[src/rtl/fp_regfile_sb_if.sv]
// Bus bundle for the FP register file: two read ports, one write port,
// the issue/scoreboard handshake and the pending-count status.
interface fp_regfile_sb_if #(
  parameter int DATA_W = 32,
  parameter int ADDR_W = 5
);

  // read port 1
  logic [ADDR_W-1:0]   rd_addr1;
  logic                rd_dp1;
  logic [2*DATA_W-1:0] rd_data1;
  logic                rd_busy1;

  // read port 2
  logic [ADDR_W-1:0]   rd_addr2;
  logic                rd_dp2;
  logic [2*DATA_W-1:0] rd_data2;
  logic                rd_busy2;

  // write port
  logic                wr_en;
  logic                wr_dp;
  logic [ADDR_W-1:0]   wr_addr;
  logic [2*DATA_W-1:0] wr_data;

  // issue / scoreboard
  logic                iss_valid;
  logic                iss_dp;
  logic [ADDR_W-1:0]   iss_addr;
  logic                iss_ready;

  // status
  logic [ADDR_W:0]     pend_cnt;
  logic                all_idle;

  // decode / writeback side
  modport master (
    output rd_addr1, rd_dp1, rd_addr2, rd_dp2,
    output wr_en, wr_dp, wr_addr, wr_data,
    output iss_valid, iss_dp, iss_addr,
    input  rd_data1, rd_busy1, rd_data2, rd_busy2,
    input  iss_ready, pend_cnt, all_idle
  );

  // register file side
  modport slave (
    input  rd_addr1, rd_dp1, rd_addr2, rd_dp2,
    input  wr_en, wr_dp, wr_addr, wr_data,
    input  iss_valid, iss_dp, iss_addr,
    output rd_data1, rd_busy1, rd_data2, rd_busy2,
    output iss_ready, pend_cnt, all_idle
  );

endinterface

[src/rtl/fp_regfile_sb.sv]
// Floating-point register file with pending-write scoreboard.
// Two combinational read ports and one synchronous write port, each in
// single or even/odd pair mode. Same-cycle writes forward to the reads,
// and per-register busy bits track results still in flight so decode can
// stall on RAW (rd_busy*) and WAW (iss_ready) hazards.
module fp_regfile_sb #(
  parameter int DATA_W   = 32,
  parameter int NUM_REGS = 32,
  parameter int ADDR_W   = 5
) (
  input  logic               clk,
  input  logic               rst,
  fp_regfile_sb_if.slave     bus
);

  localparam int CNT_W = ADDR_W + 1;

  logic [DATA_W-1:0]   regs_q [NUM_REGS];
  logic [DATA_W-1:0]   regs_d [NUM_REGS];
  logic [NUM_REGS-1:0] busy_q;
  logic [NUM_REGS-1:0] busy_d;
  logic [CNT_W-1:0]    pend_cnt_q;
  logic [CNT_W-1:0]    pend_cnt_d;

  logic [NUM_REGS-1:0] wr_mask;
  logic [DATA_W-1:0]   wr_val [NUM_REGS];
  logic [NUM_REGS-1:0] iss_mask;
  logic                iss_fire;

  logic [ADDR_W-1:0]   rd1_lo_idx;
  logic [ADDR_W-1:0]   rd1_hi_idx;
  logic [ADDR_W-1:0]   rd2_lo_idx;
  logic [ADDR_W-1:0]   rd2_hi_idx;

  // Per-register decode of the write and issue requests. In pair mode the
  // address LSB is dropped, and the odd member takes the high data half.
  for (genvar g = 0; g < NUM_REGS; g++) begin : g_reg
    localparam logic [ADDR_W-1:0] IDX = ADDR_W'(g);

    assign wr_mask[g] = bus.wr_en &
                        (bus.wr_dp ? (bus.wr_addr[ADDR_W-1:1] == IDX[ADDR_W-1:1])
                                   : (bus.wr_addr == IDX));

    assign wr_val[g] = (bus.wr_dp && IDX[0]) ? bus.wr_data[2*DATA_W-1:DATA_W]
                                             : bus.wr_data[DATA_W-1:0];

    assign iss_mask[g] = bus.iss_valid &
                         (bus.iss_dp ? (bus.iss_addr[ADDR_W-1:1] == IDX[ADDR_W-1:1])
                                     : (bus.iss_addr == IDX));
  end

  // Next register contents. This is also the forwarded view the read ports
  // use, so write-through bypass falls out per register (and per half).
  always_comb begin
    for (int i = 0; i < NUM_REGS; i++) begin
      regs_d[i] = wr_mask[i] ? wr_val[i] : regs_q[i];
    end
  end

  // Register storage update.
  always_ff @(posedge clk or posedge rst) begin
    if (rst) begin
      for (int i = 0; i < NUM_REGS; i++) begin
        regs_q[i] <= '0;
      end
    end else begin
      for (int i = 0; i < NUM_REGS; i++) begin
        regs_q[i] <= regs_d[i];
      end
    end
  end

  // Issue acceptance: stall only on a destination that is busy and is not
  // being retired by a writeback this same cycle.
  always_comb begin
    bus.iss_ready = bus.iss_valid & ~|(iss_mask & busy_q & ~wr_mask);
    iss_fire      = bus.iss_valid & bus.iss_ready;
  end

  // Busy bits: writes clear, accepted issues set; set wins on overlap.
  always_comb begin
    busy_d = busy_q & ~wr_mask;
    if (iss_fire) begin
      busy_d = busy_d | iss_mask;
    end
  end

  // Population count of the next busy vector, so pend_cnt always matches
  // the registered busy bits and can never wrap.
  always_comb begin
    pend_cnt_d = '0;
    for (int i = 0; i < NUM_REGS; i++) begin
      pend_cnt_d = pend_cnt_d + CNT_W'(busy_d[i]);
    end
  end

  // Scoreboard state update.
  always_ff @(posedge clk or posedge rst) begin
    if (rst) begin
      busy_q     <= '0;
      pend_cnt_q <= '0;
    end else begin
      busy_q     <= busy_d;
      pend_cnt_q <= pend_cnt_d;
    end
  end

  // Read port 1: low half is the addressed/even register, high half is the
  // odd partner in pair mode and zero in single mode.
  always_comb begin
    rd1_lo_idx   = bus.rd_dp1 ? {bus.rd_addr1[ADDR_W-1:1], 1'b0} : bus.rd_addr1;
    rd1_hi_idx   = {bus.rd_addr1[ADDR_W-1:1], 1'b1};
    bus.rd_data1 = {(bus.rd_dp1 ? regs_d[rd1_hi_idx] : {DATA_W{1'b0}}),
                    regs_d[rd1_lo_idx]};
    bus.rd_busy1 = busy_q[rd1_lo_idx] | (bus.rd_dp1 & busy_q[rd1_hi_idx]);
  end

  // Read port 2, same structure as port 1.
  always_comb begin
    rd2_lo_idx   = bus.rd_dp2 ? {bus.rd_addr2[ADDR_W-1:1], 1'b0} : bus.rd_addr2;
    rd2_hi_idx   = {bus.rd_addr2[ADDR_W-1:1], 1'b1};
    bus.rd_data2 = {(bus.rd_dp2 ? regs_d[rd2_hi_idx] : {DATA_W{1'b0}}),
                    regs_d[rd2_lo_idx]};
    bus.rd_busy2 = busy_q[rd2_lo_idx] | (bus.rd_dp2 & busy_q[rd2_hi_idx]);
  end

  // Status outputs.
  always_comb begin
    bus.pend_cnt = pend_cnt_q;
    bus.all_idle = (pend_cnt_q == '0);
  end

endmodule

[src/flat_wrapper.sv]
// flat-port wrapper written by rule: the top's interface ports become plain ports
module fp_regfile_sb_flat 
#(
  parameter int DATA_W   = 32,
  parameter int NUM_REGS = 32,
  parameter int ADDR_W   = 5
)
  (clk, rst, bus_rd_addr1, bus_rd_dp1, bus_rd_addr2, bus_rd_dp2, bus_wr_en, bus_wr_dp, bus_wr_addr, bus_wr_data, bus_iss_valid, bus_iss_dp, bus_iss_addr, bus_rd_data1, bus_rd_busy1, bus_rd_data2, bus_rd_busy2, bus_iss_ready, bus_pend_cnt, bus_all_idle);
  fp_regfile_sb_if #(.DATA_W(DATA_W), .ADDR_W(ADDR_W)) bus_i ();
  input  logic clk;
  input  logic rst;
  input wire logic [$bits(bus_i.rd_addr1)-1:0] bus_rd_addr1;
  input wire logic [$bits(bus_i.rd_dp1)-1:0] bus_rd_dp1;
  input wire logic [$bits(bus_i.rd_addr2)-1:0] bus_rd_addr2;
  input wire logic [$bits(bus_i.rd_dp2)-1:0] bus_rd_dp2;
  input wire logic [$bits(bus_i.wr_en)-1:0] bus_wr_en;
  input wire logic [$bits(bus_i.wr_dp)-1:0] bus_wr_dp;
  input wire logic [$bits(bus_i.wr_addr)-1:0] bus_wr_addr;
  input wire logic [$bits(bus_i.wr_data)-1:0] bus_wr_data;
  input wire logic [$bits(bus_i.iss_valid)-1:0] bus_iss_valid;
  input wire logic [$bits(bus_i.iss_dp)-1:0] bus_iss_dp;
  input wire logic [$bits(bus_i.iss_addr)-1:0] bus_iss_addr;
  output wire logic [$bits(bus_i.rd_data1)-1:0] bus_rd_data1;
  output wire logic [$bits(bus_i.rd_busy1)-1:0] bus_rd_busy1;
  output wire logic [$bits(bus_i.rd_data2)-1:0] bus_rd_data2;
  output wire logic [$bits(bus_i.rd_busy2)-1:0] bus_rd_busy2;
  output wire logic [$bits(bus_i.iss_ready)-1:0] bus_iss_ready;
  output wire logic [$bits(bus_i.pend_cnt)-1:0] bus_pend_cnt;
  output wire logic [$bits(bus_i.all_idle)-1:0] bus_all_idle;
  assign bus_i.rd_addr1 = bus_rd_addr1;
  assign bus_i.rd_dp1 = bus_rd_dp1;
  assign bus_i.rd_addr2 = bus_rd_addr2;
  assign bus_i.rd_dp2 = bus_rd_dp2;
  assign bus_i.wr_en = bus_wr_en;
  assign bus_i.wr_dp = bus_wr_dp;
  assign bus_i.wr_addr = bus_wr_addr;
  assign bus_i.wr_data = bus_wr_data;
  assign bus_i.iss_valid = bus_iss_valid;
  assign bus_i.iss_dp = bus_iss_dp;
  assign bus_i.iss_addr = bus_iss_addr;
  assign bus_rd_data1 = bus_i.rd_data1;
  assign bus_rd_busy1 = bus_i.rd_busy1;
  assign bus_rd_data2 = bus_i.rd_data2;
  assign bus_rd_busy2 = bus_i.rd_busy2;
  assign bus_iss_ready = bus_i.iss_ready;
  assign bus_pend_cnt = bus_i.pend_cnt;
  assign bus_all_idle = bus_i.all_idle;
  fp_regfile_sb #(.DATA_W(DATA_W), .NUM_REGS(NUM_REGS), .ADDR_W(ADDR_W)) u_core (.clk(clk), .rst(rst), .bus(bus_i));
endmodule
[config.mk]
export PLATFORM = sky130hd
export DESIGN_NAME = fp_regfile_sb_flat
export DESIGN_NICKNAME = d
export VERILOG_FILES = /design/src/rtl/fp_regfile_sb_if.sv /design/src/rtl/fp_regfile_sb.sv /design/src/flat_wrapper.sv
export SDC_FILE = /design/constraint.sdc
export NUM_CORES = 2
export LEC_CHECK = 0
export ABC_AREA = 1
export CAP_MARGIN = 20
export CORE_MARGIN = 2
export CORE_UTILIZATION = 24
export DETAILED_ROUTE_END_ITERATION = 10
export PLACE_DENSITY = 0.48
export SYNTH_ARGS = -nofsm -noshare
export SYNTH_HDL_FRONTEND = slang
export SYNTH_SLANG_ARGS = --single-unit
[constraint.sdc]
create_clock -name clk -period 73.3 [get_ports clk]
set_input_delay 10.995 -clock clk [delete_from_list [all_inputs] [get_ports clk]]
set_output_delay 10.995 -clock clk [all_outputs]
set_load 0.01 [all_outputs]
Word-level counts from Yosys, hierarchy flattened
Index checks and enable logic that the tools add are counted.
{"block": "op_classes", "n_addsub": 31, "order_cmp": 8, "eq_ne": 92, "mux": 122, "bitwise": 79, "n_reduce_logical": 7}
{"op": "2-to-1 mux 32 bit", "n": 44}
{"op": "binary-select mux 32 bit (select 5 bit)", "n": 4}
{"op": "adder 6 x 1 -> 6 bit", "n": 30}
{"op": "== test 5 bit (second input constant)", "n": 32}
{"op": "bitwise AND 32 bit", "n": 3}
{"op": "== test 5 x 4 -> 1 bit (second input constant)", "n": 16}
{"op": "2-to-1 mux 1 bit", "n": 70}
{"op": "bitwise AND 1 bit", "n": 68}
{"op": "== test 4 bit (second input constant)", "n": 16}
{"op": "== test 5 x 3 -> 1 bit (second input constant)", "n": 8}
{"op": "== test 4 x 3 -> 1 bit (second input constant)", "n": 8}
{"op": "inverter 32 bit", "n": 1}
{"op": "OR 32 bit", "n": 1}
{"op": "OR reduction 32 bit", "n": 1}
{"op": "greater-or-equal comparator 6 bit (second input constant)", "n": 4}
{"op": "< comparator 5 x 6 -> 1 bit (second input constant)", "n": 4}
{"op": "inverter 5 -> 6 bit", "n": 4}
{"op": "== test 5 x 2 -> 1 bit (second input constant)", "n": 4}
{"op": "== test 4 x 2 -> 1 bit (second input constant)", "n": 4}
{"op": "binary-select mux 1 bit (select 5 bit)", "n": 2}
{"op": "== test 5 x 1 -> 1 bit (second input constant)", "n": 2}
{"op": "zero test 5 bit", "n": 2}
{"op": "binary-select mux 1 bit (select 4 bit)", "n": 2}
{"op": "== test 4 x 1 -> 1 bit (second input constant)", "n": 2}
{"op": "5 further kinds", "n": 7}
{"block": "word_totals", "register_bits": 1062, "in_bits": 92, "out_inout_bits": 138, "word_cells": 373}

Longest topological paths before layout
{"block": "logic_depth", "word_depth": 41, "ltp_mapped": 31, "depth_no_buf": 30}

Least setup slack after synthesis
Ideal clock, no wire load.
{"block": "synth_path", "path_kind": "input-to-output", "startpoint": "input port bus_wr_dp", "endpoint": "output port bus_rd_data2[44]", "arrival_time_ns": 12.951, "required_time_ns": 62.305, "slack_ns": 49.354, "cell_stages": 14, "path_buffers": 5, "cell_sequence": "buf_4 -> buf_4 -> buf_4 -> buf_2 -> o21ai_1 -> buf_2 -> nand3_1 -> nand2_1 -> nand2_1 -> nand3_1 -> nand3_1 -> nand3_1 -> nand2_1 -> nor2_1"}
{"item": "start: declaration", "line_no": "flat_wrapper.sv:17", "text": "input wire logic [$bits(bus_i.wr_dp)-1:0] bus_wr_dp;"}
{"item": "end: declaration", "line_no": "flat_wrapper.sv:25", "text": "output wire logic [$bits(bus_i.rd_data2)-1:0] bus_rd_data2;"}

Worst setup path in the final report
{"block": "layout_path", "startpoint": "input port bus_rd_addr1[1]", "endpoint": "output port bus_rd_data1[45]"}
{"block": "layout_between", "elab_chain_cells": 5}
{"item": "start: declaration", "line_no": "flat_wrapper.sv:12", "text": "input wire logic [$bits(bus_i.rd_addr1)-1:0] bus_rd_addr1;"}
{"item": "inverter 5 -> 6 bit (not written as such)", "line_no": "fp_regfile_sb.sv:113", "text": "bus.rd_data1 = {(bus.rd_dp1 ? regs_d[rd1_hi_idx] : {DATA_W{1'b0}}),"}
{"item": "binary-select mux 32 bit (select 5 bit)", "line_no": "fp_regfile_sb.sv:113"}
{"item": "2-to-1 mux 32 bit (not written as such) (2 in series)", "line_no": "fp_regfile_sb.sv:113"}
{"item": "2-to-1 mux 32 bit", "line_no": "fp_regfile_sb.sv:113"}
{"item": "end: declaration", "line_no": "flat_wrapper.sv:23", "text": "output wire logic [$bits(bus_i.rd_data1)-1:0] bus_rd_data1;"}
Every way passes these cells. The select of a mux whose other input is x is not followed.

==> impl_metrics.env <==
export IMPL_syn_num_nets=12000
export IMPL_final_hold_violation_count=0
export IMPL_crit_path_start="bus_rd_addr1[1]"
export IMPL_antenna_left=0
export IMPL_skew_ns=0.00885
export IMPL_cts_setup_buffers=0
export IMPL_dr_wl_met3_um=53200
export IMPL_r2r_start="u_core.busy_q[16]$_DFF_PP0_"
export IMPL_violations="DRC"
export IMPL_vias=90200
export IMPL_drive_above_1_share_pct=5.26
export IMPL_cts_buffer_depth=4
export IMPL_synth_distinct_cells=41
export IMPL_wl_per_cell_um=29.4
export IMPL_fin_nets=11600
export IMPL_r2r_end="u_core.bus.pend_cnt[4]$_DFF_PP0_"
export IMPL_synth_avg_cell_area_um2=6.26
export IMPL_yosysTopAreaCell="dfrtp_1"
export IMPL_cp_max_fo=116
export IMPL_routed_top_layer="met5"
export IMPL_ios=230
export IMPL_worst_slew_pin_slew_ns=1.29
export IMPL_grtUsageTotal_pct=28.2
export IMPL_final_cell_mix="nand3_1, nand2_1, dfrtp_1"
export IMPL_clock_fmax_ghz=0.0354
export IMPL_yosysSeqAreaShare_pct=35.8
export IMPL_dp_hpwl_um=273000
export IMPL_relSlewSlack_pct=13.7
export IMPL_crit_path_end_kind="primary output"
export IMPL_drcViolationCount=5
export IMPL_cts_buffers=146
export IMPL_ys_dominant_reg_cell="dfrtp_1"
export IMPL_core_region_area_um2=308000
export IMPL_ys_seq_elements=1062
export IMPL_dieArea_um2=313000
export IMPL_synth_area_um2=74100
export IMPL_maxSlewViolCount=0
export IMPL_rsz0062_at_grt="false"
export IMPL_hp_class="reg2reg"
export IMPL_gp_congestion=0.914
export IMPL_rows=204
export IMPL_antenna_found_initial=34
export IMPL_die_h_um=560
export IMPL_critPathLaunchType="primary input"
export IMPL_cts_root_buffer="clkbuf_16"
export IMPL_crit_chain="buf_8 -> inv_8 -> buf_4 -> buf_4 -> buf_4 -> buf_4 -> nand2_1 -> nand3_1 -> nand3_1 -> nand3_1 -> nand2_1 -> nor2_1 -> clkdlybuf4s50_1"
export IMPL_synth_area_leaders="dfrtp_1, nand3_1, nand2_1"
export IMPL_rr_worst_depth=22
export IMPL_die_w_um=560
export IMPL_r2r_setup_slack_ns=66.53
export IMPL_cts_tree="built"
export IMPL_setup_viol=0
export IMPL_drt_iter0_drc=13500
export IMPL_grt_start_max_net_pins=162
export IMPL_crit_end="bus_rd_data1[45]"
export IMPL_status="complete, but fails checks"
export IMPL_critPathMaxStageDelay_ns=0.88
export IMPL_peakVddDrop_mv=0.104
export IMPL_port_buffers=229
export IMPL_cp_arrival_ns=17.23
export IMPL_clkSlewWorstSetupHoldPaths_ns=0.05
export IMPL_firstDrtPassIters=11
export IMPL_syn2layout_area_growth_pct=14.8
export IMPL_routed_wl_met2_um=192000
export IMPL_synth_top_area_share_pct=35.8
export IMPL_grt_overflow_total=0
export IMPL_syn_inst=11800
export IMPL_p_per_area_nw_per_um2=28.8
export IMPL_ys_warn_count=0
export IMPL_cts_max_level=4
export IMPL_grt_pass1_wl_um=642000
export IMPL_critPathKind="in2out"
export IMPL_drt_total_wl_um=461000
export IMPL_required_ns=62.31
export IMPL_fin_crit_sh_pct=38.5
export IMPL_cts_resized=0
export IMPL_maxCapViolCount=0
export IMPL_start_util_pct=24.1
export IMPL_met1_length_um=183000
export IMPL_power_leakage_nw=41.9
export IMPL_tns_ns=0
export IMPL_synth_edf_count=0
export IMPL_ys_async_sr_fraction_pct=100
export IMPL_grt_pass1_vias=82600
export IMPL_post_dp_cell_area_um2=80400
export IMPL_via_per_inst=5.75
export IMPL_crit_top_cell="buf_4"
export IMPL_clock_sinks=1062
export IMPL_fin_area_um2=85100
export IMPL_slowest_stage="buf_4"
export IMPL_fin_crit_ns=28.23
export IMPL_mostFrequentLayoutCell="nand3_1"
export IMPL_clk_latency_ns=0.81
export IMPL_holdBufCountCts=0
Yosys cell counts (16+ instances only):
cell and instances:
buf_1 312, buf_2 74, nand2_1 4280, clkbuf_1 633
inv_1 289, nor2_1 255, fa_1 24, nand4_1 160
o21ai_0 49, dfrtp_1 1062, nand3_1 4506, inv_2 28
a21oi_1 40, and2_1 16, o21ai_1 33
report_power, final:
part           leakage, nW  internal [mW]  total, mW  switching (mW)
sequential            13.3          0.700      0.739          0.0386
combinational         26.3          0.314      0.979           0.664
clock                 2.31          0.426      0.736           0.310
total                 41.9           1.44       2.45            1.01
how the worst min path moves through the flow:
| stage | from | endpoint | slack, ns | cells after the start |
|---|---|---|---|---|
| 3_3_place_gp | u_core.regs_q[499]$_DFF_PP0_ | u_core.regs_q[499]$_DFF_PP0_ | 0.47 | 2 |
| 3_5_place_dp | u_core.regs_q[509]$_DFF_PP0_ | u_core.regs_q[509]$_DFF_PP0_ | 0.47 | 2 |
| 2_1_floorplan | u_core.regs_q[811]$_DFF_PP0_ | u_core.regs_q[811]$_DFF_PP0_ | 0.45 | 2 |
| 4_1_cts | u_core.regs_q[894]$_DFF_PP0_ | u_core.regs_q[894]$_DFF_PP0_ | 0.49 | 2 |
| 5_1_grt | u_core.regs_q[930]$_DFF_PP0_ | u_core.regs_q[930]$_DFF_PP0_ | 0.51 | 2 |
| 6_report | u_core.regs_q[802]$_DFF_PP0_ | u_core.regs_q[802]$_DFF_PP0_ | 0.49 | 2 |
logic make-up after synthesis:
logic type | after synthesis | synth area share (%)
adder cells (fa/ha/maj) | 32 | 0.783
XOR/XNOR | 3 | 0.0354
AND/OR/NAND/NOR | 9234 | 55.0
buffers and inverters | 1346 | 6.96
flip-flops | 1062 | 35.8
AO/OA/AOI/OAI | 172 | 1.37
through the flow:
stage          instances  utilization [%]  hold WS [ns]  worst slack [ns]  total power, mW
2_1_floorplan      11800                -         0.451             32.41             1.40
3_3_place_gp       15400             26.1         0.470             45.29             1.71
4_1_cts            15600             27.6         0.487             45.34             2.44
5_1_grt            15700             27.6         0.505             45.15             2.59
6_report           15700             27.6         0.487             45.07             2.45
3_5_place_dp       15400             26.1         0.471             45.33             1.71
area by class of cell:
class	instances	area (µm²)
Fill cell	34500	223000
Multi-Input combinational cell	9441	43200
Sequential cell	1062	26600
Tap cell	4120	5150
Clock buffer	212	4250
Timing Repair Buffer	453	4210
Inverter	323	1270
Clock inverter	38	398
Antenna cell	23	57.6
flip-flops by register name, summed over array words and instances (netlist names):
register / flops
u_core.busy_q: 32
u_core.regs_q: 1024
u_core.bus.pend_cnt: 6
worst max-delay path, delay by kind of cell:
| family | cells | cell delay, ns |
|---|---|---|
| buffers and inverters | 7 | 4.44 |
| and+or+nand+nor | 6 | 1.49 |
per-layer routing:
metal / track usage [%] / vias to the layer above
met5: 0.320 / -
met4: 17.9 / 14
met3: 6.96 / 1283
met2: 40.9 / 6151
met1: 37.3 / 43800
li1: - / 38900
No activity file was read; power rests on OpenSTA's default activity.
